--- config.mk ---
export PLATFORM = sky130hd
export DESIGN_NAME = enemy_hit_sched
export DESIGN_NICKNAME = d
export VERILOG_FILES = /design/src/rtl/enemy_pkg.sv /design/src/rtl/enemy_hit_sched_hit_box_cmp.sv /design/src/rtl/enemy_hit_sched.sv
export SDC_FILE = /design/constraint.sdc
export NUM_CORES = 1
export LEC_CHECK = 0
export CAP_MARGIN = 20
export CORE_ASPECT_RATIO = 0.7
export CORE_MARGIN = 2
export CORE_UTILIZATION = 40
export DETAILED_ROUTE_END_ITERATION = 8
export GPL_ROUTABILITY_DRIVEN = 0
export PLACE_DENSITY = 0.71
export SLEW_MARGIN = 20
export SYNTH_ARGS = -nofsm -noshare
export SYNTH_HDL_FRONTEND = slang
export SYNTH_HIERARCHICAL = 1
export SYNTH_SLANG_ARGS = --single-unit
export TNS_END_PERCENT = 20
--- constraint.sdc ---
create_clock -name pclk -period 5.3 [get_ports pclk]
set_input_delay 1.06 -clock pclk [delete_from_list [all_inputs] [get_ports pclk]]
set_output_delay 1.06 -clock pclk [all_outputs]
set_load 0.1 [all_outputs]
--- src/rtl/enemy_pkg.sv ---
// rtl/enemy_pkg.sv - shared enemy geometry constants and scheduler state encoding
//
// Purpose: constants shared between the collision scheduler and the enemy draw
// chain, plus the three-state FSM encoding used by enemy_hit_sched.
// Ports: none (package).
package enemy_pkg;

    localparam int COORD_W          = 11;
    localparam int CMP_W            = 12;
    localparam int HALF_WIDTH_ENEMY = 25;
    localparam int HEIGHT_ENEMY     = 50;

    typedef enum logic [1:0] {
        ST_IDLE = 2'd0,
        ST_SCAN = 2'd1,
        ST_DONE = 2'd2
    } sched_state_t;

endpackage

--- src/rtl/enemy_hit_sched_hit_box_cmp.sv ---
// rtl/enemy_hit_sched_hit_box_cmp.sv - combinational enemy/missile hit-box comparator
//
// Purpose: decides whether a missile point lies inside one enemy's hit box.
// Ports:
//   xe, ye  - enemy x centre and top edge
//   xm, ym  - missile position
//   valid   - qualifier (enemy alive, missile in flight, missile not yet used)
//   hit     - missile inside the box and valid
module hit_box_cmp
    import enemy_pkg::*;
(
    input  logic [COORD_W-1:0] xe,
    input  logic [COORD_W-1:0] ye,
    input  logic [COORD_W-1:0] xm,
    input  logic [COORD_W-1:0] ym,
    input  logic               valid,
    output logic               hit
);

    logic [CMP_W-1:0] xe_w;
    logic [CMP_W-1:0] ye_w;
    logic [CMP_W-1:0] xm_w;
    logic [CMP_W-1:0] ym_w;
    logic [CMP_W-1:0] left;
    logic [CMP_W-1:0] right;
    logic [CMP_W-1:0] bottom;

    // One extra bit of headroom means the right and bottom bounds cannot
    // overflow; the left bound is clamped at 0 instead of wrapping.
    always_comb begin
        xe_w   = {1'b0, xe};
        ye_w   = {1'b0, ye};
        xm_w   = {1'b0, xm};
        ym_w   = {1'b0, ym};
        left   = (xe_w >= CMP_W'(HALF_WIDTH_ENEMY)) ? (xe_w - CMP_W'(HALF_WIDTH_ENEMY)) : '0;
        right  = xe_w + CMP_W'(HALF_WIDTH_ENEMY);
        bottom = ye_w + CMP_W'(HEIGHT_ENEMY);
        hit    = valid && (xm_w >= left) && (xm_w <= right)
                       && (ym_w >= ye_w) && (ym_w <= bottom);
    end

endmodule

--- src/rtl/enemy_hit_sched.sv ---
// rtl/enemy_hit_sched.sv - time-multiplexed enemy collision scheduler
//
// Purpose: once per frame walks all N enemies through one shared hit-box
// comparator per missile, maintains the alive bitmap and retires missiles.
// Optional build macro: ENEMY_HIT_SCORE_EN adds a saturating kill counter.
// Ports:
//   pclk, rst (sync, active low)   - clock and reset
//   frame_tick                     - starts a scan when idle
//   level_change                   - revives all enemies, aborts a scan
//   xpos_enemy, ypos_enemy         - packed 11-bit enemy positions
//   xpos/ypos/missile_valid_1/_2   - missile positions and in-flight flags
//   enemy_on                       - alive bitmap
//   hit_missile_1/_2               - retire pulses
//   kill_valid, kill_idx           - kill report pulse and enemy index
//   score (optional)               - saturating kill count
//   busy                           - scan in progress
//   level_clear                    - all enemies dead (registered)
module enemy_hit_sched
    import enemy_pkg::*;
#(
    parameter int N     = 8,
    parameter int IDX_W = 5
) (
    input  logic                   pclk,
    input  logic                   rst,
    input  logic                   frame_tick,
    input  logic                   level_change,
    input  logic [11*N-1:0]        xpos_enemy,
    input  logic [11*N-1:0]        ypos_enemy,
    input  logic [COORD_W-1:0]     xpos_missile_1,
    input  logic [COORD_W-1:0]     ypos_missile_1,
    input  logic                   missile_valid_1,
    input  logic [COORD_W-1:0]     xpos_missile_2,
    input  logic [COORD_W-1:0]     ypos_missile_2,
    input  logic                   missile_valid_2,
    output logic [N-1:0]           enemy_on,
    output logic                   hit_missile_1,
    output logic                   hit_missile_2,
    output logic                   kill_valid,
    output logic [IDX_W-1:0]       kill_idx,
`ifdef ENEMY_HIT_SCORE_EN
    output logic [15:0]            score,
`endif
    output logic                   busy,
    output logic                   level_clear
);

    sched_state_t state;
    sched_state_t state_next;

    logic [IDX_W-1:0]   idx;
    logic [COORD_W-1:0] x1_q, y1_q, x2_q, y2_q;
    logic               v1_q, v2_q;
    logic               used1, used2;

    logic [COORD_W-1:0] xe_cur;
    logic [COORD_W-1:0] ye_cur;
    logic               alive_cur;
    logic [N-1:0]       idx_onehot;
    logic               last_idx;
    logic               scanning;
    logic               hit_now_1;
    logic               hit_now_2;
    logic               kill_now;

    // Explicit mux over the enemy buses keeps every select in range even
    // though idx is wider than clog2(N).
    always_comb begin
        xe_cur     = '0;
        ye_cur     = '0;
        alive_cur  = 1'b0;
        idx_onehot = '0;
        for (int k = 0; k < N; k++) begin
            if (idx == IDX_W'(k)) begin
                xe_cur        = xpos_enemy[11*k +: 11];
                ye_cur        = ypos_enemy[11*k +: 11];
                alive_cur     = enemy_on[k];
                idx_onehot[k] = 1'b1;
            end
        end
    end

    assign scanning = (state == ST_SCAN);
    assign last_idx = (idx == IDX_W'(N - 1));

    hit_box_cmp u_cmp_1 (
        .xe    (xe_cur),
        .ye    (ye_cur),
        .xm    (x1_q),
        .ym    (y1_q),
        .valid (scanning && alive_cur && v1_q && !used1),
        .hit   (hit_now_1)
    );

    hit_box_cmp u_cmp_2 (
        .xe    (xe_cur),
        .ye    (ye_cur),
        .xm    (x2_q),
        .ym    (y2_q),
        .valid (scanning && alive_cur && v2_q && !used2),
        .hit   (hit_now_2)
    );

    // Only one enemy is compared per cycle, so a double hit is a single kill.
    assign kill_now = hit_now_1 || hit_now_2;
    assign busy     = (state != ST_IDLE);

    always_comb begin
        state_next = state;
        case (state)
            ST_IDLE: if (frame_tick) state_next = ST_SCAN;
            ST_SCAN: if (last_idx)   state_next = ST_DONE;
            ST_DONE: state_next = ST_IDLE;
            default: state_next = ST_IDLE;
        endcase
        if (level_change) state_next = ST_IDLE;
    end

    always_ff @(posedge pclk) begin
        if (!rst) begin
            state         <= ST_IDLE;
            idx           <= '0;
            x1_q          <= '0;
            y1_q          <= '0;
            x2_q          <= '0;
            y2_q          <= '0;
            v1_q          <= 1'b0;
            v2_q          <= 1'b0;
            used1         <= 1'b0;
            used2         <= 1'b0;
            enemy_on      <= '1;
            hit_missile_1 <= 1'b0;
            hit_missile_2 <= 1'b0;
            kill_valid    <= 1'b0;
            kill_idx      <= '0;
            level_clear   <= 1'b0;
        end else begin
            state         <= state_next;
            hit_missile_1 <= 1'b0;
            hit_missile_2 <= 1'b0;
            kill_valid    <= 1'b0;
            level_clear   <= (enemy_on == '0);
            if (level_change) begin
                enemy_on <= '1;
                used1    <= 1'b0;
                used2    <= 1'b0;
                idx      <= '0;
            end else begin
                case (state)
                    ST_IDLE: begin
                        if (frame_tick) begin
                            x1_q  <= xpos_missile_1;
                            y1_q  <= ypos_missile_1;
                            v1_q  <= missile_valid_1;
                            x2_q  <= xpos_missile_2;
                            y2_q  <= ypos_missile_2;
                            v2_q  <= missile_valid_2;
                            used1 <= 1'b0;
                            used2 <= 1'b0;
                            idx   <= '0;
                        end
                    end
                    ST_SCAN: begin
                        if (kill_now) begin
                            enemy_on      <= enemy_on & ~idx_onehot;
                            kill_valid    <= 1'b1;
                            kill_idx      <= idx;
                            hit_missile_1 <= hit_now_1;
                            hit_missile_2 <= hit_now_2;
                            used1         <= used1 || hit_now_1;
                            used2         <= used2 || hit_now_2;
                        end
                        idx <= last_idx ? '0 : idx + 1'b1;
                    end
                    default: ;
                endcase
            end
        end
    end

`ifdef ENEMY_HIT_SCORE_EN
    // Survives level_change; only reset clears it.
    always_ff @(posedge pclk) begin
        if (!rst) begin
            score <= '0;
        end else if (kill_now && !level_change && (score != 16'hFFFF)) begin
            score <= score + 16'd1;
        end
    end
`endif

endmodule

==> out/metrics.csv <==
stage;metric;value;unit
place;HPWL after DPL;23940;um
power;pwr dens;168.7;nW/um^2
timing;Tmin final;5.192;ns
global_routing;global-route wire length before repair;46760;um
cts;clock tree sinks;72;
cts;Worst-path clk slew;0.07;ns
critical_path;critical path arrival;5.48;ns
place;dpl ws;-0.2694;ns
detailed_routing;DRT antenna net count;0;
timing;Clock Skew;0.01052;ns
cts;H-tree levels;3;
logic_synthesis;EDFF count, synth;0;
logic_synthesis;ys flop type;dfxtp_1;
global_routing;gr ovfl total;0;
cts;Skew-Pair Late Insertion Delay;0.35;ns
critical_path;Worst Path Required;5.59;ns
logic_synthesis;synth warn;6;
logic_synthesis;cell taking the most area after synthesis;dfxtp_1;
logic_synthesis;fraction of registers with async set/reset;0;%
cts;Max clock buf depth;2;
floorplanning;row cnt;41;
logic_synthesis;Post-Syn Area per Cell;7.387;um^2
logic_synthesis;Synthesized Nets;1340;
critical_path;CP endpoint kind;flop;
status;outcome;complete, no violations;
final_layout;final net count;1633;
detailed_routing;Vias;8845;
floorplanning;Ports;244;
timing;Max Slew Vio Count;0;
global_routing;initial antenna violation count;0;
detailed_routing;WL final;29960;um
critical_path;CP max FO;7;
place;placed insts;1527;
final_layout;P&R area growth vs syn;49.03;%
cts;Root Driver;clkbuf_16;
timing;final hold vios;0;
detailed_routing;DRT Pass-1 Iters;5;
logic_synthesis;Synth area leaders;dfxtp_1 19%, ha_1 16%, nand2_1 8.9%;
final_layout;antenna cells;0;
detailed_routing;drt drc;0;
power;Peak supply drop;0.0001231;V
global_routing;Overall Global Routing Usage;29.84;%
floorplanning;die area;19890;um^2
floorplanning;Core Region;18210;um^2
critical_path;Setup CP Type;in -> reg;
cts;CTS tree;built;
global_routing;number of global-route vias before repair;8509;
detailed_routing;DR WL/cell;19.33;um
run;number of max-cap violations;0;
detailed_routing;Iter 0 DRT Violations;905;
floorplanning;Die H;118.6;um
global_routing;largest net degree at the start of global routing;55;
timing;Worst-Margin Slew;0.9862;ns
final_layout;post-route insts no fill;1550;
power;PnR Total Power;0.001887;W
logic_synthesis;Seq/Total Area, Yosys;19.21;%
logic_synthesis;post-synthesis cell count;1016;
place;IO buf count;243;
logic_synthesis;count of cell types in the netlist;79;
timing;final worst slack;0.1084;ns
worst_hold_path;min-delay worst type;reg -> reg;
floorplanning;Starting Density;41.21;%
logic_synthesis;Yosys top cell area share;19.21;%
timing;Relative slew margins;34.05;%
power;Leakage;4.611;nW
timing;fmax;0.1926;GHz
logic_synthesis;Synth Register Bits;72;
timing;Tcrit/Tclk final;97.96;%
timing;final setup fails;0;
detailed_routing;via density per instance;5.706;
cts;total CTS buffers;9;
timing;Min Hold Slack;0.4528;ns
final_layout;fraction of layout cells with a size suffix above 1;12.25;%
floorplanning;chip width;167.7;um
critical_path;startpoint type of the worst setup path;input pin;
logic_synthesis;cell area after synthesis;7505;um^2
-- logic make-up after synthesis --
kind of cell / count (synthesis) / share of synthesized area (%)
and+or+nand+nor: 361 / 23.72
AOI/OAI and AO/OA: 336 / 29.34
buffers and inverters: 99 / 5.518
adders and majority gates: 98 / 16.34
DFF: 72 / 19.21
xor gates and xnor gates: 48 / 5.602
muxes: 2 / 0.2668
-- per-layer routing --
metal | part of all wire, % | GRT usage [%] | vias to the layer above
met2 | 42 | 44.84 | 431
met4 | 1.7 | 6.793 | 0
met3 | 8.9 | 5.392 | 34
met5 | 0 | 0 | -
li1 | - | - | 4257
met1 | 47 | 44.00 | 4123
-- synthesized netlist by cell type, types with 8 or more instances --
cell and n:
ha_1 98, a31oi_1 19, nand4_1 14, buf_2 11
nor2_1 45, nor3_1 12, inv_1 38, o211ai_1 8
o22ai_1 15, a21boi_1 47, dfxtp_1 72, a21oi_1 68
xnor2_1 29, a21o_1 16, nor2b_1 17, a211oi_1 11
nand2_1 177, o21ai_0 54, a221o_1 12, nand3_1 20
nand2b_1 19, clkbuf_1 43, o21ai_1 30, xor2_1 19
-- timing repair --
action | in CTS | in global routing
endpoints found under the setup margin | 3 | 16
gates resized for setup | 2 | 32
buffers inserted | 0 | 6
hold buffers | 0 | 0
pin swaps | 0 | 2
cloned | 0 | 1
-- worst max-delay path: stages --
cell and delay [ns]:
clkdlybuf4s50_1 0.39, and3b_1 0.17, a21oi_1 0.13, o21ai_1 0.09
a221oi_2 0.25, o21ai_1 0.14, or4_4 0.54, or3_1 0.36
o21bai_4 0.23, nand2_1 0.08, ha_1 0.25, a21oi_1 0.15
nand2_1 0.08, a2111oi_1 0.38, o21ai_1 0.14, buf_4 0.16
nor4bb_1 0.13, buf_4 0.17, o21ai_4 0.18, buf_4 0.17
o21ai_1 0.06, a21boi_1 0.15
-- registers in the layout, summed over array words and instances, names as in the netlist, 2 cells and up --
| register | count |
|---|---|
| state | 2 |
| y1_q | 11 |
| idx | 5 |
| x1_q | 11 |
| enemy_on | 8 |
| x2_q | 11 |
| kill_idx | 5 |
| y2_q | 11 |
-- final timing paths --
| kind | slack, ns | depth (start not counted) | to | start |
|---|---|---|---|---|
| max | 0.11 | 22 | kill_idx[4] | xpos_enemy[7] |
| min reg2reg | 0.45 | 2 | v1_q | v1_q |
| min | 0.45 | 2 | v1_q | v1_q |
| max reg2reg | 0.21 | 23 | kill_idx[4] | idx[1] |
-- per-stage QoR --
| step | instance area (um^2) | util, % | setup TNS (ns) |
|---|---|---|---|
| 2_1_floorplan | 7505 | - | 0 |
| 3_3_place_gp | 10720 | 58.86 | -1.655 |
| 3_5_place_dp | 10720 | 58.86 | -3.146 |
| 4_1_cts | 11020 | 60.50 | 0 |
| 5_1_grt | 11180 | 61.42 | -0.0001412 |
| 6_report | 11180 | 61.42 | 0 |
-- report_power, final --
group	total, W	switching, W	internal, W
clock network	0.000626	0.000294	0.000332
registers	0.000575	0.0000184	0.000557
logic	0.000686	0.000317	0.000369
total	0.00189	0.000629	0.00126
-- cell type report --
cell class / instances / area, um^2
Clock buffer: 9 / 225.2
Clock inverter: 7 / 66.31
Fill cell: 1598 / 7027
Inverter: 38 / 142.6
Multi-Input combinational cell: 845 / 5788
Sequential cell: 72 / 1446
Tap cell: 236 / 295.3
Timing Repair Buffer: 343 / 3221
-- layout by cell type (no fill, tap or decap), drive strengths merged, types with 16 or more instances in the layout --
cell type,count
nor2b,17
a21boi,54
xnor2,29
xor2,19
nand2b,19
a31oi,19
nand3,20
ha,98
o21ai,85
clkdlybuf4s50,243
a21o,16
dfxtp,72
nand2,177
inv,44
nor2,46
buf,100
a21oi,68
Note: power is estimated with default switching activity, not from simulation.
